[src/rtl/alu_sequencer_if.sv]
// Request/completion bus between the ALU wrapper and the multi-cycle ALU sequencer.
// The master issues start/op_sel/a/b; the slave returns busy/done/result status.
interface alu_sequencer_if #(
  parameter int WIDTH = 8
);
  logic               start;
  logic [1:0]         op_sel;
  logic [WIDTH-1:0]   a;
  logic [WIDTH-1:0]   b;
  logic               busy;
  logic               done;
  logic [1:0]         alu_op;
  logic [2*WIDTH-1:0] result;
  logic               div_by_zero;

  modport master (
    output start, op_sel, a, b,
    input  busy, done, alu_op, result, div_by_zero
  );

  modport slave (
    input  start, op_sel, a, b,
    output busy, done, alu_op, result, div_by_zero
  );
endinterface

[src/rtl/alu_sequencer.sv]
// Multi-cycle ALU sequencer: single-step ADD/SUB, WIDTH-step shift-add MUL and
// restoring DIV, behind a start/busy/done handshake.
module alu_sequencer #(
  parameter int WIDTH = 8
) (
  input  logic           clk,
  input  logic           reset,
  alu_sequencer_if.slave bus
);
  localparam int CW = (WIDTH > 1) ? $clog2(WIDTH) : 1;
  localparam logic [CW-1:0] CNT_LAST = CW'(WIDTH - 1);

  localparam logic [1:0] S_IDLE = 2'd0;
  localparam logic [1:0] S_EXEC = 2'd1;
  localparam logic [1:0] S_DONE = 2'd2;

  logic [1:0]         state;
  logic [CW-1:0]      count;
  logic [1:0]         alu_op;
  logic [2*WIDTH-1:0] result;
  logic               div_by_zero;

  // opa: shifted multiplicand (MUL) or dividend/quotient in the low half (DIV)
  // opb: multiplier shifted right (MUL) or constant divisor (DIV)
  // acc: partial product (MUL) or partial remainder in the low half (DIV)
  logic [2*WIDTH-1:0] opa;
  logic [WIDTH-1:0]   opb;
  logic [2*WIDTH-1:0] acc;

  logic [2*WIDTH-1:0] mul_acc_nxt;
  logic [WIDTH:0]     div_trial;
  logic               div_ge;
  logic [WIDTH:0]     div_diff;
  logic [WIDTH-1:0]   div_rem_nxt;
  logic [WIDTH-1:0]   div_quot_nxt;
  logic               last;

  function automatic logic [2*WIDTH-1:0] add_sub(input logic sub,
                                                  input logic [WIDTH-1:0] x,
                                                  input logic [WIDTH-1:0] y);
    logic [2*WIDTH-1:0] xe;
    logic [2*WIDTH-1:0] ye;
    xe = {{WIDTH{1'b0}}, x};
    ye = {{WIDTH{1'b0}}, y};
    return sub ? (xe - ye) : (xe + ye);
  endfunction

  always_comb begin
    mul_acc_nxt  = acc + (opb[0] ? opa : '0);
    div_trial    = {acc[WIDTH-1:0], opa[WIDTH-1]};
    div_ge       = (div_trial >= {1'b0, opb});
    div_diff     = div_trial - {1'b0, opb};
    div_rem_nxt  = div_ge ? div_diff[WIDTH-1:0] : div_trial[WIDTH-1:0];
    div_quot_nxt = {opa[WIDTH-2:0], div_ge};
    last         = (count == CNT_LAST);
  end

  always_ff @(posedge clk) begin
    if (reset) begin
      state       <= S_IDLE;
      count       <= '0;
      alu_op      <= 2'b00;
      result      <= '0;
      div_by_zero <= 1'b0;
      opa         <= '0;
      opb         <= '0;
      acc         <= '0;
    end else begin
      case (state)
        S_IDLE: begin
          if (bus.start) begin
            alu_op      <= bus.op_sel;
            div_by_zero <= 1'b0;
            opa         <= {{WIDTH{1'b0}}, bus.a};
            opb         <= bus.b;
            acc         <= '0;
            count       <= '0;
            if (!bus.op_sel[1]) begin
              result <= add_sub(bus.op_sel[0], bus.a, bus.b);
              state  <= S_DONE;
            end else begin
              state  <= S_EXEC;
            end
          end
        end
        S_EXEC: begin
          count <= last ? '0 : count + 1'b1;
          if (!alu_op[0]) begin
            acc <= mul_acc_nxt;
            opa <= opa << 1;
            opb <= opb >> 1;
          end else begin
            acc[WIDTH-1:0] <= div_rem_nxt;
            opa[WIDTH-1:0] <= div_quot_nxt;
          end
          // Result only becomes visible once the final iteration lands.
          if (last) begin
            result      <= alu_op[0] ? {div_rem_nxt, div_quot_nxt} : mul_acc_nxt;
            div_by_zero <= alu_op[0] && (opb == '0);
            state       <= S_DONE;
          end
        end
        S_DONE:  state <= S_IDLE;
        default: state <= S_IDLE;
      endcase
    end
  end

  assign bus.busy        = (state == S_EXEC) || (state == S_DONE);
  assign bus.done        = (state == S_DONE);
  assign bus.alu_op      = alu_op;
  assign bus.result      = result;
  assign bus.div_by_zero = div_by_zero;
endmodule
[src/flat_wrapper.sv]
// flat-port wrapper written by rule: the top's interface ports become plain ports
module alu_sequencer_flat 
#(
  parameter int WIDTH = 8
)
  (clk, reset, bus_start, bus_op_sel, bus_a, bus_b, bus_busy, bus_done, bus_alu_op, bus_result, bus_div_by_zero);
  alu_sequencer_if #(.WIDTH(WIDTH)) bus_i ();
  input  logic clk;
  input  logic reset;
  input wire logic [$bits(bus_i.start)-1:0] bus_start;
  input wire logic [$bits(bus_i.op_sel)-1:0] bus_op_sel;
  input wire logic [$bits(bus_i.a)-1:0] bus_a;
  input wire logic [$bits(bus_i.b)-1:0] bus_b;
  output wire logic [$bits(bus_i.busy)-1:0] bus_busy;
  output wire logic [$bits(bus_i.done)-1:0] bus_done;
  output wire logic [$bits(bus_i.alu_op)-1:0] bus_alu_op;
  output wire logic [$bits(bus_i.result)-1:0] bus_result;
  output wire logic [$bits(bus_i.div_by_zero)-1:0] bus_div_by_zero;
  assign bus_i.start = bus_start;
  assign bus_i.op_sel = bus_op_sel;
  assign bus_i.a = bus_a;
  assign bus_i.b = bus_b;
  assign bus_busy = bus_i.busy;
  assign bus_done = bus_i.done;
  assign bus_alu_op = bus_i.alu_op;
  assign bus_result = bus_i.result;
  assign bus_div_by_zero = bus_i.div_by_zero;
  alu_sequencer #(.WIDTH(WIDTH)) u_core (.clk(clk), .reset(reset), .bus(bus_i));
endmodule
[config.mk]
export PLATFORM = sky130hd
export DESIGN_NAME = alu_sequencer_flat
export DESIGN_NICKNAME = d
export VERILOG_FILES = /design/src/rtl/alu_sequencer_if.sv /design/src/rtl/alu_sequencer.sv /design/src/flat_wrapper.sv
export SDC_FILE = /design/constraint.sdc
export NUM_CORES = 1
export LEC_CHECK = 0
export ABC_CLOCK_PERIOD_IN_PS = 4010
export CAP_MARGIN = 40
export CORE_ASPECT_RATIO = 0.9
export CORE_UTILIZATION = 60
export DETAILED_ROUTE_END_ITERATION = 6
export PLACE_DENSITY = 0.82
export SETUP_SLACK_MARGIN = 0.5
export SLEW_MARGIN = 20
export SYNTH_ARGS = -nofsm -noshare
export SYNTH_HDL_FRONTEND = slang
export SYNTH_SLANG_ARGS = --single-unit
[constraint.sdc]
create_clock -name clk -period 4.01 [get_ports clk]
set_input_delay 0.401 -clock clk [delete_from_list [all_inputs] [get_ports clk]]
set_output_delay 0.401 -clock clk [all_outputs]
set_load 0.02 [all_outputs]
==> summary.txt <==
Run status
  – Run status: finished clean

Timing
  – Crit path time final: slightly above 3 ns
  – Worst Slack Setup Final: 0.959 ns
  – Tcrit/Tclk final: 0.761
  – Least-Margin Pin Slew: 0.794 ns
  – Final hold slack: 0.455 ns
  – Final Hold Violating Endpoints: 0
  – Max Freq: 328 MHz
  – Slew Limit Headroom: 0.469
  – RSZ-0062 raised after global routing: no
  – TNS Setup: 0 ns
  – Slew Limit Fails: 0
  – Clk_skew: 0.0120 ns
  – # setup viols final: 0

Power and ir drop
  – Pleak: 2.26 nW
  – Power per Cell Area: 372 mW/mm^2
  – Maximum vdd drop: 0.306 mV

Layout
  – Final std cells w/o fill: 751
  – Antenna diode count: 0
  – P&R area growth vs syn: 13.9%
  – Nets: a little over 700
  – Post-route core utilization: 0.722
  – Most frequent cells in the layout: nor2_1, dfxtp_1, nand2_1
  – Share of layout cells above drive strength 1: 0.0702

Hold path
  – Hold Crit Class: reg2reg

Clocking
  – Clock latency on the worst-skew pair: 0.35 ns
  – Clock Pin Slew Worst Setup and Hold Paths: 0.07 ns
  – Cts repair resizes: 0
  – CTS root buffer: clkbuf_8
  – CTS Hold Buffers Added: 0
  – # clock sinks: 64
  – Num CTS Buffers: 9
  – H-tree depth: 3
  – Postcts setup bufs: 0
  – Max Root-Sink Buffers: 2
  – CTS tree: done

Detailed routing
  – Total number of vias: 4800
  – Drt wl/cell: 18.1 um
  – Router iterations before antenna repair: 6
  – DRT Wirelength: 13600 um
  – 1st-iter DRT viols: 467
  – Via density: 6.39
  – Post-route ant nets: 0
  – DRC viols: 0

Logic synthesis
  – Top cell type by total area after synthesis: dfxtp_1
  – Mapped cell area: 0.00490 sq mm
  – Post-synthesis compound-gate area fraction: 0.280
  – Register area share after synthesis: 0.261
  – Yosys reg bits: 64
  – Synth cell types: 70
  – Mean Syn Cell Area: between 7 and 8 sq um
  – Cells after Synth: 624
  – Area fraction of the dominant cell type after synthesis: 0.261
  – Net Count, Synth: 694
  – Synth Area in Adders: 0.131
  – Largest family of logic cells by synthesized area: compound AO/OA/AOI/OAI gates
  – Synth Area in XOR/XNOR: 0.0411
  – Async SR Flop Fraction: 0
  – Post-synth EDFFs: 0
  – Most used DFF post-synth: dfxtp_1
  – Synth area leaders: dfxtp_1, ha_1, a21oi_1, nor2_1, nand2_1
  – Mux contribution to synthesized area: 0.0421
  – Simple-gate area share of the yosys netlist: 0.188
  – Synth warn: 0

Die
  – Std cell rows: 30
  – DIE AREA: approximately 0.0085 sq mm
  – Core area: 0.00773 sq mm
  – Die width: just under 100 um
  – Initial Utilization: 0.634
  – Io pins: 42
  – Die Ht: 87.7 um

Global route
  – Largest net degree at the start of global routing: 34
  – Vias in the first global route: 4495
  – Total GRT Usage: 0.323
  – Global-route wire length before repair: 22100 um
  – GRT overflow: 0
  – Initial antenna violation count: 0

Worst setup path
  – CP Max Fanout: 19
  – Worst EP required: 4.25 ns
  – Crit. End Element: register
  – Startpoint types: register
  – WS Path Type: reg2reg
  – CP arrival: 3.29 ns

Place
  – I/O Buffers: 41
  – Worst slack at placement: about 1.0 ns
  – Placed insts: 735
  – Routability cong.: 0.952
  – DP HPWL: between 10000 and 15000 um

Flow run
  – Max cap viols: 0
[stage by stage]
step           power, mW  instance area (sq um)
4_1_cts             2.06                   5580
3_3_place_gp        1.37                   5340
5_1_grt             2.16                   5580
3_5_place_dp        1.38                   5340
2_1_floorplan       1.18                   4900
6_report            2.07                   5580
[power by group]
part / switching, mW / leakage (nW) / internal (mW)
clock network: 0.275 / 0.119 / 0.414
logic: 0.387 / 1.62 / 0.249
registers: 0.0587 / 0.523 / 0.690
[layer usage]
| layer | GRT usage | vias to the layer above | share of wire |
|---|---|---|---|
| met1 | 0.445 | 2226 | 0.45 |
| li1 | - | 2298 | - |
| met2 | 0.519 | 240 | 0.44 |
| met3 | 0.0591 | 36 | 0.092 |
| met5 | 0 | - | 0 |
| met4 | 0.103 | 0 | 0.024 |
[state kept, by name, summed over array words and instances, names as in the netlist]
register and cells:
u_core.bus.div_by_zero 1, u_core.acc 16, u_core.bus.alu_op 2, u_core.bus.result 16, u_core.opb 8, u_core.opa 16, u_core.state 2, u_core.count 3
[final timing paths]
check                          endpoint                  from  cells after the start  slack [ns]
setup / recovery  u_core.bus.result[12]         u_core.opb[0]                     10        0.96
hold / removal     u_core.bus.result[5]  u_core.bus.result[5]                      2        0.45
setup reg to reg  u_core.bus.result[12]         u_core.opb[0]                     10        0.96
hold reg to reg    u_core.bus.result[5]  u_core.bus.result[5]                      2        0.45
[cell type report]
| class | instances | area, sq um |
|---|---|---|
| Multi-Input combinational cell | 491 | 3350 |
| Fill cell | 611 | 2150 |
| Sequential cell | 64 | 1280 |
| Timing Repair Buffer | 46 | 443 |
| Inverter | 38 | 143 |
| Clock buffer | 9 | 124 |
| Clock inverter | 7 | 120 |
| Tap cell | 96 | 120 |
[kinds of logic (layout without fill, tap and decap cells)]
group,after synthesis,in the layout
and+or+nand+nor,200,200
buffers and inverters,69,100
adders and majority gates,49,49
xor gates and xnor gates,23,23
AOI/OAI and AO/OA,199,199
DFF,64,64
muxes,20,20
[Yosys cell counts (10+ instances only)]
cell type	instances
buf_2	11
xnor2_1	12
inv_1	36
o21ai_1	10
nor2_1	64
nand3_1	18
a21oi_1	58
mux2i_1	18
and2_1	18
o21ai_0	27
xor2_1	11
ha_1	45
dfxtp_1	64
o211ai_1	13
clkbuf_1	16
a211oi_1	17
nor3_1	13
nand2_1	59
[critical path, cell delays in order, from the launching register on]
cell,delay (ns)
dfxtp_1,0.52
and2_1,0.27
ha_1,0.21
fa_1,0.44
a211oi_2,0.31
o21ai_2,0.14
a21oi_4,0.16
nor2_1,0.08
a311oi_2,0.35
o21ai_1,0.13
a2111oi_2,0.35
Note: power is estimated with default switching activity, not from simulation.
